[config.mk]
export PLATFORM = sky130hd
export DESIGN_NAME = control_unit
export DESIGN_NICKNAME = d
export VERILOG_FILES = /design/src/rtl/control_pkg.sv /design/src/rtl/alu_decoder.sv /design/src/rtl/control_unit.sv
export SDC_FILE = /design/constraint.sdc
export NUM_CORES = 1
export LEC_CHECK = 0
export BUFFER_PORTS_ARGS = -buffer_cell sky130_fd_sc_hd__buf_4
export CAP_MARGIN = 20
export CORE_MARGIN = 2
export CORE_UTILIZATION = 52
export CTS_CLUSTER_DIAMETER = 40
export CTS_CLUSTER_SIZE = 24
export DETAILED_ROUTE_END_ITERATION = 16
export PLACE_DENSITY_LB_ADDON = 0.05
export SLEW_MARGIN = 20
export SYNTH_ARGS = -nofsm -noshare
export SYNTH_HDL_FRONTEND = slang
export SYNTH_SLANG_ARGS = --single-unit
[constraint.sdc]
create_clock -name clk -period 2.2 [get_ports clk]
set_input_delay 0.11 -clock clk [delete_from_list [all_inputs] [get_ports clk]]
set_output_delay 0.11 -clock clk [all_outputs]
set_load 0.01 [all_outputs]
[src/rtl/control_pkg.sv]
// ---------------------------------------------------------------------------
// control_pkg
// Shared definitions for the multi-cycle control unit: FSM state encoding,
// decoded instruction kinds, MIPS-style opcode/funct constants and the ALU
// operation codes driven onto alu_op.
// ---------------------------------------------------------------------------
package control_pkg;

    typedef enum logic [2:0] {
        S_IDLE   = 3'd0,
        S_FETCH  = 3'd1,
        S_DECODE = 3'd2,
        S_EXEC   = 3'd3,
        S_WB     = 3'd4,
        S_HALT   = 3'd5
    } state_t;

    typedef enum logic [1:0] {
        K_NOP     = 2'd0,
        K_ALU     = 2'd1,
        K_HALT    = 2'd2,
        K_ILLEGAL = 2'd3
    } kind_t;

    localparam logic [5:0] OP_RTYPE = 6'b000000;
    localparam logic [5:0] OP_ADDI  = 6'b001000;
    localparam logic [5:0] OP_ANDI  = 6'b001100;
    localparam logic [5:0] OP_ORI   = 6'b001101;
    localparam logic [5:0] OP_SLTI  = 6'b001010;
    localparam logic [5:0] OP_HALT  = 6'b111111;

    localparam logic [5:0] FN_ADD = 6'b100000;
    localparam logic [5:0] FN_SUB = 6'b100010;
    localparam logic [5:0] FN_AND = 6'b100100;
    localparam logic [5:0] FN_OR  = 6'b100101;
    localparam logic [5:0] FN_SLT = 6'b101010;

    localparam logic [3:0] ALU_AND = 4'b0000;
    localparam logic [3:0] ALU_OR  = 4'b0001;
    localparam logic [3:0] ALU_ADD = 4'b0010;
    localparam logic [3:0] ALU_SUB = 4'b0110;
    localparam logic [3:0] ALU_SLT = 4'b0111;

endpackage

[src/rtl/alu_decoder.sv]
// ---------------------------------------------------------------------------
// alu_decoder
// Purely combinational decode of the instruction register.
// Ports:
//   i_ir          32-bit instruction register contents
//   o_selecMux    destination select (1 = rd for R-type, 0 = rt)
//   o_selecMux2   ALU operand B select (1 = sign-extended immediate)
//   o_aluOp       ALU operation code
//   o_writes      instruction is a supported register-writing instruction
//   o_dest        destination register number (0 when nothing is written)
//   o_kind        NOP / ALU / HALT / ILLEGAL classification (kind_t)
// ---------------------------------------------------------------------------
module alu_decoder
    import control_pkg::*;
(
    input  logic [31:0] i_ir,
    output logic        o_selecMux,
    output logic        o_selecMux2,
    output logic [3:0]  o_aluOp,
    output logic        o_writes,
    output logic [4:0]  o_dest,
    output logic [1:0]  o_kind
);

    logic [5:0] w_opcode;
    logic [5:0] w_funct;
    logic       w_unusedBits;

    assign w_opcode = i_ir[31:26];
    assign w_funct  = i_ir[5:0];

    // rs, shamt and the immediate feed the datapath, not the control decode.
    assign w_unusedBits = ^{i_ir[25:21], i_ir[10:6]};

    // Everything starts out as an illegal, non-writing instruction with all
    // controls at zero; only recognised encodings switch anything on. The
    // all-zero word is the NOP and must be caught before the R-type branch,
    // since its funct field would otherwise look like an unknown R-type.
    always_comb begin
        o_selecMux  = 1'b0;
        o_selecMux2 = 1'b0;
        o_aluOp     = ALU_AND;
        o_writes    = 1'b0;
        o_dest      = 5'd0;
        o_kind      = K_ILLEGAL;
        if (i_ir == 32'h0000_0000) begin
            o_kind = K_NOP;
        end else begin
            case (w_opcode)
                OP_RTYPE: begin
                    o_kind     = K_ALU;
                    o_selecMux = 1'b1;
                    o_writes   = 1'b1;
                    o_dest     = i_ir[15:11];
                    case (w_funct)
                        FN_ADD:  o_aluOp = ALU_ADD;
                        FN_SUB:  o_aluOp = ALU_SUB;
                        FN_AND:  o_aluOp = ALU_AND;
                        FN_OR:   o_aluOp = ALU_OR;
                        FN_SLT:  o_aluOp = ALU_SLT;
                        default: begin
                            o_kind     = K_ILLEGAL;
                            o_selecMux = 1'b0;
                            o_writes   = 1'b0;
                            o_dest     = 5'd0;
                        end
                    endcase
                end
                OP_ADDI, OP_ANDI, OP_ORI, OP_SLTI: begin
                    o_kind      = K_ALU;
                    o_selecMux2 = 1'b1;
                    o_writes    = 1'b1;
                    o_dest      = i_ir[20:16];
                    case (w_opcode)
                        OP_ANDI: o_aluOp = ALU_AND;
                        OP_ORI:  o_aluOp = ALU_OR;
                        OP_SLTI: o_aluOp = ALU_SLT;
                        default: o_aluOp = ALU_ADD;
                    endcase
                end
                OP_HALT: o_kind = K_HALT;
                default: o_kind = K_ILLEGAL;
            endcase
        end
    end

endmodule

[src/rtl/control_unit.sv]
// ---------------------------------------------------------------------------
// control_unit
// Multi-cycle control FSM: IDLE -> FETCH -> DECODE -> EXEC -> WB, plus an
// absorbing HALT state. Owns the instruction register and the retired /
// illegal / halted status.
// Ports:
//   clk, rst     rising-edge clock, active-low asynchronous reset
//   go           run request, sampled in IDLE and at the end of WB
//   instr        instruction word, latched into the IR at the end of FETCH
//   en           PC enable pulse (WB only)
//   en_rf        register-file write enable pulse (WB only)
//   selec_mux    destination select, valid in EXEC/WB
//   selec_mux2   ALU operand B select, valid in EXEC/WB
//   alu_op       ALU operation, valid in EXEC/WB
//   halted       high once a HALT instruction has retired
//   illegal      sticky flag for retired unsupported encodings
//   retired      16-bit wrapping count of retired instructions
// ---------------------------------------------------------------------------
module control_unit
    import control_pkg::*;
(
    input  logic        clk,
    input  logic        rst,
    input  logic        go,
    input  logic [31:0] instr,
    output logic        en,
    output logic        en_rf,
    output logic        selec_mux,
    output logic        selec_mux2,
    output logic [3:0]  alu_op,
    output logic        halted,
    output logic        illegal,
    output logic [15:0] retired
);

    state_t      r_state;
    state_t      w_nextState;
    logic [31:0] r_ir;
    logic [15:0] r_retired;
    logic        r_illegal;

    logic        w_decMux;
    logic        w_decMux2;
    logic [3:0]  w_decAluOp;
    logic        w_decWrites;
    logic [4:0]  w_decDest;
    logic [1:0]  w_decKind;

    alu_decoder u_decoder (
        .i_ir        (r_ir),
        .o_selecMux  (w_decMux),
        .o_selecMux2 (w_decMux2),
        .o_aluOp     (w_decAluOp),
        .o_writes    (w_decWrites),
        .o_dest      (w_decDest),
        .o_kind      (w_decKind)
    );

    // State register. Because every control output is decoded from the
    // state alone, the asynchronous reset forcing IDLE also kills any
    // en/en_rf pulse that was in flight in WB.
    always_ff @(posedge clk or negedge rst) begin
        if (!rst) begin
            r_state <= S_IDLE;
        end else begin
            r_state <= w_nextState;
        end
    end

    // Next-state and control outputs. Decoded controls are only exposed in
    // EXEC and WB; the register write additionally requires a nonzero
    // destination so writes to $0 never reach the register file.
    always_comb begin
        w_nextState = r_state;
        en          = 1'b0;
        en_rf       = 1'b0;
        selec_mux   = 1'b0;
        selec_mux2  = 1'b0;
        alu_op      = ALU_AND;
        case (r_state)
            S_IDLE: begin
                if (go) begin
                    w_nextState = S_FETCH;
                end
            end
            S_FETCH:  w_nextState = S_DECODE;
            S_DECODE: w_nextState = S_EXEC;
            S_EXEC: begin
                selec_mux   = w_decMux;
                selec_mux2  = w_decMux2;
                alu_op      = w_decAluOp;
                w_nextState = S_WB;
            end
            S_WB: begin
                selec_mux  = w_decMux;
                selec_mux2 = w_decMux2;
                alu_op     = w_decAluOp;
                en         = 1'b1;
                en_rf      = w_decWrites && (w_decDest != 5'd0);
                if (w_decKind == K_HALT) begin
                    w_nextState = S_HALT;
                end else if (go) begin
                    w_nextState = S_FETCH;
                end else begin
                    w_nextState = S_IDLE;
                end
            end
            S_HALT:  w_nextState = S_HALT;
            default: w_nextState = S_IDLE;
        endcase
    end

    // Instruction register and retirement bookkeeping. The IR captures the
    // word presented during FETCH; every WB retires one instruction, and an
    // illegal one also sets the sticky flag. The counter wraps naturally.
    always_ff @(posedge clk or negedge rst) begin
        if (!rst) begin
            r_ir      <= 32'h0000_0000;
            r_retired <= 16'h0000;
            r_illegal <= 1'b0;
        end else begin
            if (r_state == S_FETCH) begin
                r_ir <= instr;
            end
            if (r_state == S_WB) begin
                r_retired <= r_retired + 16'd1;
                if (w_decKind == K_ILLEGAL) begin
                    r_illegal <= 1'b1;
                end
            end
        end
    end

    assign halted  = (r_state == S_HALT);
    assign illegal = r_illegal;
    assign retired = r_retired;

endmodule

* After elaboration in Yosys (flattened, before gate mapping)
Index checks and enable logic that the tools add are counted.
Word-level totals: register bits after elaboration 52, input port bits 35
Operators by class: add/sub/neg operators 1, eq/ne operators 18, multiplexer cells 26, reduce and logical (&&, ||, !) cells 9
Operators with widths (count):
- 6-bit == test, second input constant | 6
- 32-bit logical NOT | 1
- 6-bit by 4-bit == test with 1-bit output, second input constant | 4
- 3-bit one-hot mux with 6 select lines | 1
- 16-bit by 1-bit adder with 16-bit output, second input constant | 1
- 3-bit one-hot mux with 4 select lines | 1
- 1-bit 2-to-1 mux | 11
- 5-bit 2-to-1 mux | 2
- 5-bit one-hot mux with 2 select lines | 1
- 3-bit one-hot mux with 3 select lines | 1
- 4-bit 2-to-1 mux | 2
- 4-bit one-hot mux with 2 select lines | 1
- 3-bit by 2-bit == test with 1-bit output, second input constant | 2
- 3-bit == test, second input constant | 2
- 6-bit logical NOT | 1
- 3-bit 2-to-1 mux | 2
- 2-bit one-hot mux with 3 select lines | 1
- 5-bit nonzero test | 1
- 5-bit OR reduction | 1
- 2-bit == test, second input constant | 2
- 2-bit 2-to-1 mux | 2
- 4-bit OR reduction | 1
- 3-bit by 1-bit == test with 1-bit output, second input constant | 1
- 3-bit logical NOT | 1
- 5 further kinds | 5

* Logic depth before layout (Yosys ltp)
Gate-level depths: netlist of run 1.
depth in word-level cells 8, gate-level depth with buffers 6, depth with buffers taken out 5

* By module
From an unflattened synthesis of run 1, not the netlist that was laid out.
Unflattened totals: cell total of the unflattened synthesis 201, area total of the unflattened synthesis 2467.4 um^2
By module, submodules not included:
- control_unit | times used 1, cells an instance 152, area each 2158.3 um^2, sequential area each 1301.2 um^2
- alu_decoder | times used 1, cells an instance 49, area each 309.0 um^2, sequential area each 0.0 um^2

* Worst setup path before layout of run 1
No wires, ideal clock.
kind reg2reg, start point reg r_ir[12], end point reg r_illegal (netlist: illegal), setup time 0.120 ns, data arrival time 1.841 ns, data required time 2.080 ns, setup slack 0.238 ns, cell stages (with the launch flop) 5, clock period less this slack 1.962 ns, cell sequence dfrtp_1 or4_1 or4_4 or3_1 a41o_1
On the way: cells in the longest elaborated chain, start to end 4
RTL lines:
- start, declared | line control_unit.sv:38 | logic [31:0] r_ir;
- start signal, assigned | line control_unit.sv:123 | r_ir <= instr;
- 32-bit logical NOT | line alu_decoder.sv:46 | if (i_ir == 32'h0000_0000) begin
- 2-bit 2-to-1 mux | line alu_decoder.sv:46
- 2-bit == test | line control_unit.sv:127 | if (w_decKind == K_ILLEGAL) begin
- 2-bit AND reduction (no line)
- end signal, assigned | line control_unit.sv:120 | r_illegal <= 1'b0;
- end signal, assigned | line control_unit.sv:128 | r_illegal <= 1'b1;
- end, declared | line control_unit.sv:40 | logic r_illegal;
No other way between the ends. A chain may end at the register's enable or synchronous reset.

* Worst setup path after layout of run 1
start point reg r_ir[12], end point out alu_op[0]
On the way: cells in the longest elaborated chain, start to end 3
RTL lines:
- 32-bit logical NOT | line alu_decoder.sv:46
- 4-bit 2-to-1 mux | line alu_decoder.sv:46
- 4-bit 2-to-1 mux | line control_unit.sv:80 | case (r_state)
- end, declared | line control_unit.sv:30 | output logic [3:0] alu_op,
No other way between the ends.

==> results of run 1 <==
## synthesized netlist by cell type (all sizes together) (2+ instances only)
cell | n | area [um^2]
dfrtp | 52 | 1301
mux2 | 30 | 337.8
nor2 | 18 | 67.56
nand2 | 16 | 60.06
xnor2 | 14 | 122.6
nand3 | 9 | 45.04
nand4 | 6 | 37.54
o21ai | 5 | 25.02
buf | 4 | 20.02
clkbuf | 4 | 15.01
inv | 4 | 15.01
or4 | 4 | 33.78
a21oi | 3 | 15.01
nor3 | 3 | 20.02
nor4 | 3 | 25.02
and3 | 2 | 12.51
nor2b | 2 | 12.51
or3 | 2 | 12.51
or3b | 2 | 17.52
xor2 | 2 | 17.52
## cells by family after synthesis
| group | count (synthesis) | share of synthesized area, % |
|---|---|---|
| AO/OA/AOI/OAI | 16 | 4.635 |
| buffers and inverters | 12 | 2.131 |
| other | 1 | 0.1597 |
| adder cells (fa/ha/maj) | 1 | 0.5327 |
| multiplexers | 31 | 14.81 |
| flip-flops | 52 | 55.41 |
| XOR/XNOR | 16 | 5.967 |
| AND/OR/NAND/NOR | 72 | 16.36 |
## repair_timing
| item | 4_1_cts | 5_1_grt |
|---|---|---|
| pin swaps | 2 | 1 |
| gates resized for setup | 6 | 1 |
| setup buffers | 1 | 0 |
| hold endpoints to repair | 52 | 0 |
| hold buffers | 1 | 0 |
| endpoints found under the setup margin | 5 | 6 |
## state kept, by name, summed over array words and instances (netlist names)
signal and cells:
r_state 3, r_ir 32, retired 16, illegal 1
## per-layer routing
layer	routed length, um	vias to the layer above
met5	0	-
met4	17	0
met3	209	2
met2	2211	38
met1	1920	796
li1	-	831
## worst register-to-register path: stages (launching register included)
cell	delay [ns]
dfrtp_1	0.38
or4_4	0.54
or4_4	0.52
or3_1	0.32
a41o_1	0.18
## report_power, final
part	total, W	leakage, nW	switching, W	internal, W
Clock	0.000536	0.0455	0.000279	0.000257
Sequential	0.00162	0.639	0.000300	0.00132
Combinational	0.00115	0.641	0.000478	0.000672
Total	0.00331	1.32	0.00106	0.00225
## area by class of cell
type | instances | area [um^2]
repair buffers | 64 | 490.5
inverters | 4 | 15.01
fillers | 353 | 1370
multi-input cells | 137 | 1022
clock buffers | 8 | 90.09
well taps | 52 | 65.06
flip-flops and latches | 52 | 1301
## path summary, 6_finish.rpt
check	startpoint	to	slack, ns
setup reg to reg	r_ir[12]	illegal	0.16
max in group asynchronous	rst	r_ir[31]	1.39
hold reg to reg	retired[15]	retired[15]	0.47
hold / removal	instr[3]	r_ir[3]	0.03
min in group asynchronous	rst	r_state[2]	0.37
setup / recovery	r_ir[12]	alu_op[0]	-0.17
## metrics by stage
step	hold slack [ns]	power (W)	TNS [ns]	worst slack, ns	instance area [um^2]
after floorplan	-0.1856	0.002408	0	0.2385	2349
after global placement	0.1818	0.002719	0	0.1045	2846
after detailed placement	0.1806	0.002755	0	0.08063	2846
after CTS	0.01229	0.003349	-0.9836	-0.2048	2982
after global routing	0.02403	0.003558	-1.430	-0.2936	2984
final	0.02734	0.003308	-0.8245	-0.1704	2984
==> impl_metrics.env, run 1 <==
export IMPL_slew_violations=0
export IMPL_vdd_drop_max_mv=0.7574
export IMPL_clk_latency_ns=0.29
export IMPL_critPathMaxFanout=4
export IMPL_cts_root_buffer="clkbuf_8"
export IMPL_hold_path_class="in2reg"
export IMPL_drtIter0Drc=38
export IMPL_grt_use_total_pct=19.11
export IMPL_path_cells="or4_4 -> or4_4 -> o31ai_4 -> buf_6 -> a21oi_1 -> buf_4"
export IMPL_max_freq_mhz=421.9
export IMPL_cts_sinks=52
export IMPL_clk_path_buf_depth=2
export IMPL_violations="negative setup slack"
export IMPL_netlist_area_mm2=0.002349
export IMPL_syn_area_per_cell_um2=11.68
export IMPL_ios=61
export IMPL_synth_cell_type_count=41
export IMPL_ant_nets=0
export IMPL_min_path_cells=3
export IMPL_die_w_um=71.21
export IMPL_final_cells=317
export IMPL_grt_pass1_vias=1652
export IMPL_grt_use_met3_pct=5.698
export IMPL_outcome="finished, violations left"
export IMPL_start_util_pct=53.94
export IMPL_tightest_slew_ns=0.6422
export IMPL_finalSetupViolations=5
export IMPL_synthFlopType="dfrtp_1"
export IMPL_crit_top_cell="or4_4"
export IMPL_drc=0
export IMPL_postLayoutSetupSlackWorst_ns=-0.1704
export IMPL_cp_depth=6
export IMPL_use_met2_pct=30.35
export IMPL_grt_ovfl_total=0
export IMPL_grt_pass1_wl_um=7659
export IMPL_routed_wl_um=4357
export IMPL_cp_arrival_ns=2.26
export IMPL_area_delta_synth_final_pct=27.06
export IMPL_diodes=0
export IMPL_async_flop_share_pct=100.0
export IMPL_ys_warnings_count=0
export IMPL_syn_num_nets=237
export IMPL_critical_path_class="reg2out"
export IMPL_rsz0062_at_grt="true"
export IMPL_cts_tree="done"
export IMPL_end_kind="primary output"
export IMPL_dp_cells=307
export IMPL_hpwl_um=3253
export IMPL_nets=300
export IMPL_viasPerCell=5.259
export IMPL_grt_max_degree=53
export IMPL_start_kind="flip-flop"
export IMPL_htreeDepth=2
export IMPL_power_leakage_nw=1.325
export IMPL_fp_dieH_um=71.21
export IMPL_r2r_cells=4
export IMPL_antenna_found_initial=0
export IMPL_synth_edf_count=0
export IMPL_timing_final_crit_period_ns=2.370
export IMPL_rows=24
export IMPL_final_core_util_pct=68.53
export IMPL_wl_per_cell_um=13.74
export IMPL_hold_viol=0
export IMPL_synth_seq_cells=52
export IMPL_cp_slowest_stage_delay_ns=0.54
export IMPL_critical_path_buf_inv_count=2
export IMPL_drive_above_1_share_pct=41.51
export IMPL_worst_clock_skew_ns=0.004675
export IMPL_maxSlewHeadroom_pct=57.19
export IMPL_critPathTopFamily="simple AND/OR/NAND/NOR gates"
export IMPL_crit_required_ns=2.09
export IMPL_dieArea_mm2=0.005070
export IMPL_ys_seq_area_share_pct=55.41
export IMPL_cpMaxStageDelayCell="or4_4"
export IMPL_p_per_area_mw_per_mm2=1109
export IMPL_syn_inst=201
export IMPL_grt_use_met1_pct=25.78
export IMPL_max_cap_viol_count=0
export IMPL_gp_congestion=0.7724
export IMPL_final_cell_mix="buf_4 (61), dfrtp_1 (52), mux2_2 (30)"
export IMPL_io_buffer_count=59
export IMPL_path_clk_slew_ns=0.08
export IMPL_dr_pass1_iters=4
export IMPL_grt_busiest_layer="met2"
export IMPL_layout_commonest_cell="buf_4"
export IMPL_design_core_area_mm2=0.004354
export IMPL_cts_buffers=5
export IMPL_min_period_over_period_pct=107.7
export IMPL_vias=1667
Power figures use the tool's default switching activity.
==> run 2: changes to the inputs <==
--- a/config.mk
+++ b/config.mk
@@ -5,10 +5,11 @@
 export SDC_FILE = /design/constraint.sdc
 export NUM_CORES = 1
 export LEC_CHECK = 0
+export ABC_AREA = 1
 export BUFFER_PORTS_ARGS = -buffer_cell sky130_fd_sc_hd__buf_4
 export CAP_MARGIN = 20
 export CORE_MARGIN = 2
-export CORE_UTILIZATION = 52
+export CORE_UTILIZATION = 53
 export CTS_CLUSTER_DIAMETER = 40
 export CTS_CLUSTER_SIZE = 24
 export DETAILED_ROUTE_END_ITERATION = 16
==> impl_metrics.env, run 2 <==
export IMPL_area_delta_synth_final_pct=23.26
export IMPL_routed_wl_um=5141
export IMPL_yosys_top_cells_count="nand2_1 (57), dfrtp_1 (52), nor2_1 (43), inv_1 (30), mux2_2 (26)"
export IMPL_tightest_slew_ns=0.6445
export IMPL_ys_seq_area_share_pct=49.88
export IMPL_grt_pass1_wl_um=8431
export IMPL_r2r_cells=4
export IMPL_nets=392
export IMPL_synth_edf_count=0
export IMPL_hold_viol=0
export IMPL_clk_path_buf_depth=2
export IMPL_timing_final_crit_period_ns=1.825
export IMPL_maxSlewHeadroom_pct=57.04
export IMPL_yosys_area_top_type="dfrtp_1"
export IMPL_final_cell_mix="buf_4 (61), nand2_1 (57), dfrtp_1 (52)"
export IMPL_syn_area_per_cell_um2=8.904
export IMPL_design_core_area_mm2=0.004723
export IMPL_fin_area_mm2=0.003216
export IMPL_reg2reg_to="r_ir[18]"
export IMPL_max_cap_viol_count=0
export IMPL_nFillCells=399
export IMPL_fp_dieH_um=74.16
export IMPL_clk_latency_ns=0.30
export IMPL_place_area_mm2=0.003113
export IMPL_power_leakage_nw=1.574
export IMPL_synthFlopType="dfrtp_1"
export IMPL_vdd_drop_max_mv=0.5762
export IMPL_rsz0062_at_grt="false"
export IMPL_cts_tree="done"
export IMPL_outcome="completed"
export IMPL_yosys_top_cells_area="dfrtp_1 (50%), mux2_2 (11%), nand2_1 (8.2%)"
export IMPL_max_freq_mhz=548.0
export IMPL_seqCellArea_mm2=0.001301
export IMPL_cts_root_buffer="clkbuf_8"
export IMPL_start_kind="flip-flop"
export IMPL_drc=0
export IMPL_grt_ovfl_total=0
export IMPL_multi_input_area_mm2=0.001150
export IMPL_largest_reg_flops=32
export IMPL_synth_most_common_cell="nand2_1"
export IMPL_ios=61
export IMPL_syn_inst=293
export IMPL_crit_required_ns=2.09
export IMPL_gp_congestion=0.8438
export IMPL_min_period_over_period_pct=82.95
export IMPL_drive_above_1_share_pct=30.53
export IMPL_slew_violations=0
export IMPL_cp_arrival_ns=1.71
export IMPL_die_w_um=74.16
export IMPL_ant_nets=0
export IMPL_rows=25
export IMPL_postCtsSetupBuffers=0
export IMPL_start_util_pct=55.23
export IMPL_postLayoutSetupSlackWorst_ns=0.3752
export IMPL_vias=2116
export IMPL_dr_pass1_iters=4
export IMPL_dp_slack_ns=0.7400
export IMPL_drtIter0Drc=64
export IMPL_critPathMaxFanout=6
export IMPL_diodes=0
export IMPL_async_flop_share_pct=100.0
export IMPL_critPathLaunch="r_ir[31]"
export IMPL_grt_max_degree=53
export IMPL_netlist_area_leader_share_pct=49.88
export IMPL_syn_num_nets=329
export IMPL_dieArea_mm2=0.005500
export IMPL_synth_seq_cells=52
export IMPL_htreeDepth=2
export IMPL_wl_per_cell_um=12.13
export IMPL_cts_buffers=5
export IMPL_endpoint="en_rf"
export IMPL_synth_cell_type_count=26
export IMPL_grt_use_total_pct=20.21
export IMPL_netlist_area_mm2=0.002609
export IMPL_finalSetupViolations=0
export IMPL_hpwl_um=3868
export IMPL_ys_warnings_count=0
export IMPL_grt_pass1_vias=1870
export IMPL_path_clk_slew_ns=0.09
export IMPL_hold_path_class="in2reg"
export IMPL_worst_clock_skew_ns=0.002286
export IMPL_p_per_area_mw_per_mm2=1049
export IMPL_antenna_found_initial=0
export IMPL_critical_path_class="reg2out"
export IMPL_r2r_setup_slack_ns=0.72
export IMPL_cts_repair_resize_count=0
export IMPL_tns_ns=0
export IMPL_end_kind="primary output"
export IMPL_regMostFlops="r_ir"
export IMPL_viasPerCell=4.991
export IMPL_r2r_start="r_state[1]"
export IMPL_io_buffer_count=59
export IMPL_cts_sinks=52
export IMPL_layout_commonest_cell="buf_4"
==> run 2: cell count changes after synthesis, moves of 6 or more <==
cell / delta
nand2_1: +41
inv_1: +26
nor2_1: +25
nand3_1: +10
xnor2_1: -10
nor3_1: +6
==> run 2: worst min path at each step <==
stage / startpoint / end / slack (ns) / cells after the start
detailed placement: rst / retired[12] / 0.18 / 1
finish: instr[6] / r_ir[6] / 0.03 / 2
floorplan: rst / illegal / -0.19 / 0
global route: instr[0] / r_ir[0] / 0.02 / 2
CTS: instr[6] / r_ir[6] / 0.02 / 2
global placement: rst / retired[12] / 0.18 / 1
==> run 2: kinds of logic after synthesis <==
group / synth area share, %
simple gates: 24.65
xor+xnor: 3.357
fa+ha+maj: 0.4795
mux: 11.22
flops: 49.88
compound gates: 4.220
other cells: 0.1437
buf+inv: 6.043
==> run 2: routing by layer <==
metal / track usage [%] / vias to the layer above / share of wire, %
met5: 0 / - / 0
met4: 7.071 / 0 / 1.7
met3: 6.098 / 8 / 5.3
met2: 30.16 / 45 / 47
met1: 28.22 / 993 / 46
li1: - / 1070 / -
==> run 2: cell type report <==
cell class	instances	share of cell area, %
Sequential cell	52	40.47
Multi-Input combinational cell	203	35.76
Timing Repair Buffer	62	14.55
Inverter	32	3.735
Tap cell	67	2.607
Clock buffer	6	2.568
Clock inverter	2	0.3113
==> run 2: what timing repair did <==
| item | CTS | global route |
|---|---|---|
| endpoints found under the hold margin | 52 | 0 |
| endpoints found under the setup margin | 0 | 0 |
| hold buffers | 1 | 0 |
==> run 2: stage by stage <==
stage / utilization (%) / cells / total power, W / hold slack, ns
5_1_grt: 68.08 / 424 / 0.003647 / 0.01540
6_report: 68.08 / 424 / 0.003372 / 0.02961
2_1_floorplan: - / 293 / 0.002501 / -0.1856
3_3_place_gp: 65.91 / 415 / 0.002798 / 0.1825
4_1_cts: 68.08 / 424 / 0.003408 / 0.02099
3_5_place_dp: 65.91 / 415 / 0.002843 / 0.1803
==> run 2: where the power goes <==
group,internal (W),switching [W],leakage (nW)
combinational,0.000602,0.000604,0.888
clock,0.000252,0.000302,0.0510
sequential,0.00132,0.000288,0.635
==> run 2: critical path, cell delays in order, from the launching register on <==
cell and delay, ns:
dfrtp_1 0.41, nor2_2 0.22, nand3_1 0.15, nand3_1 0.18
o21ai_0 0.11, a21oi_1 0.18, buf_4 0.15
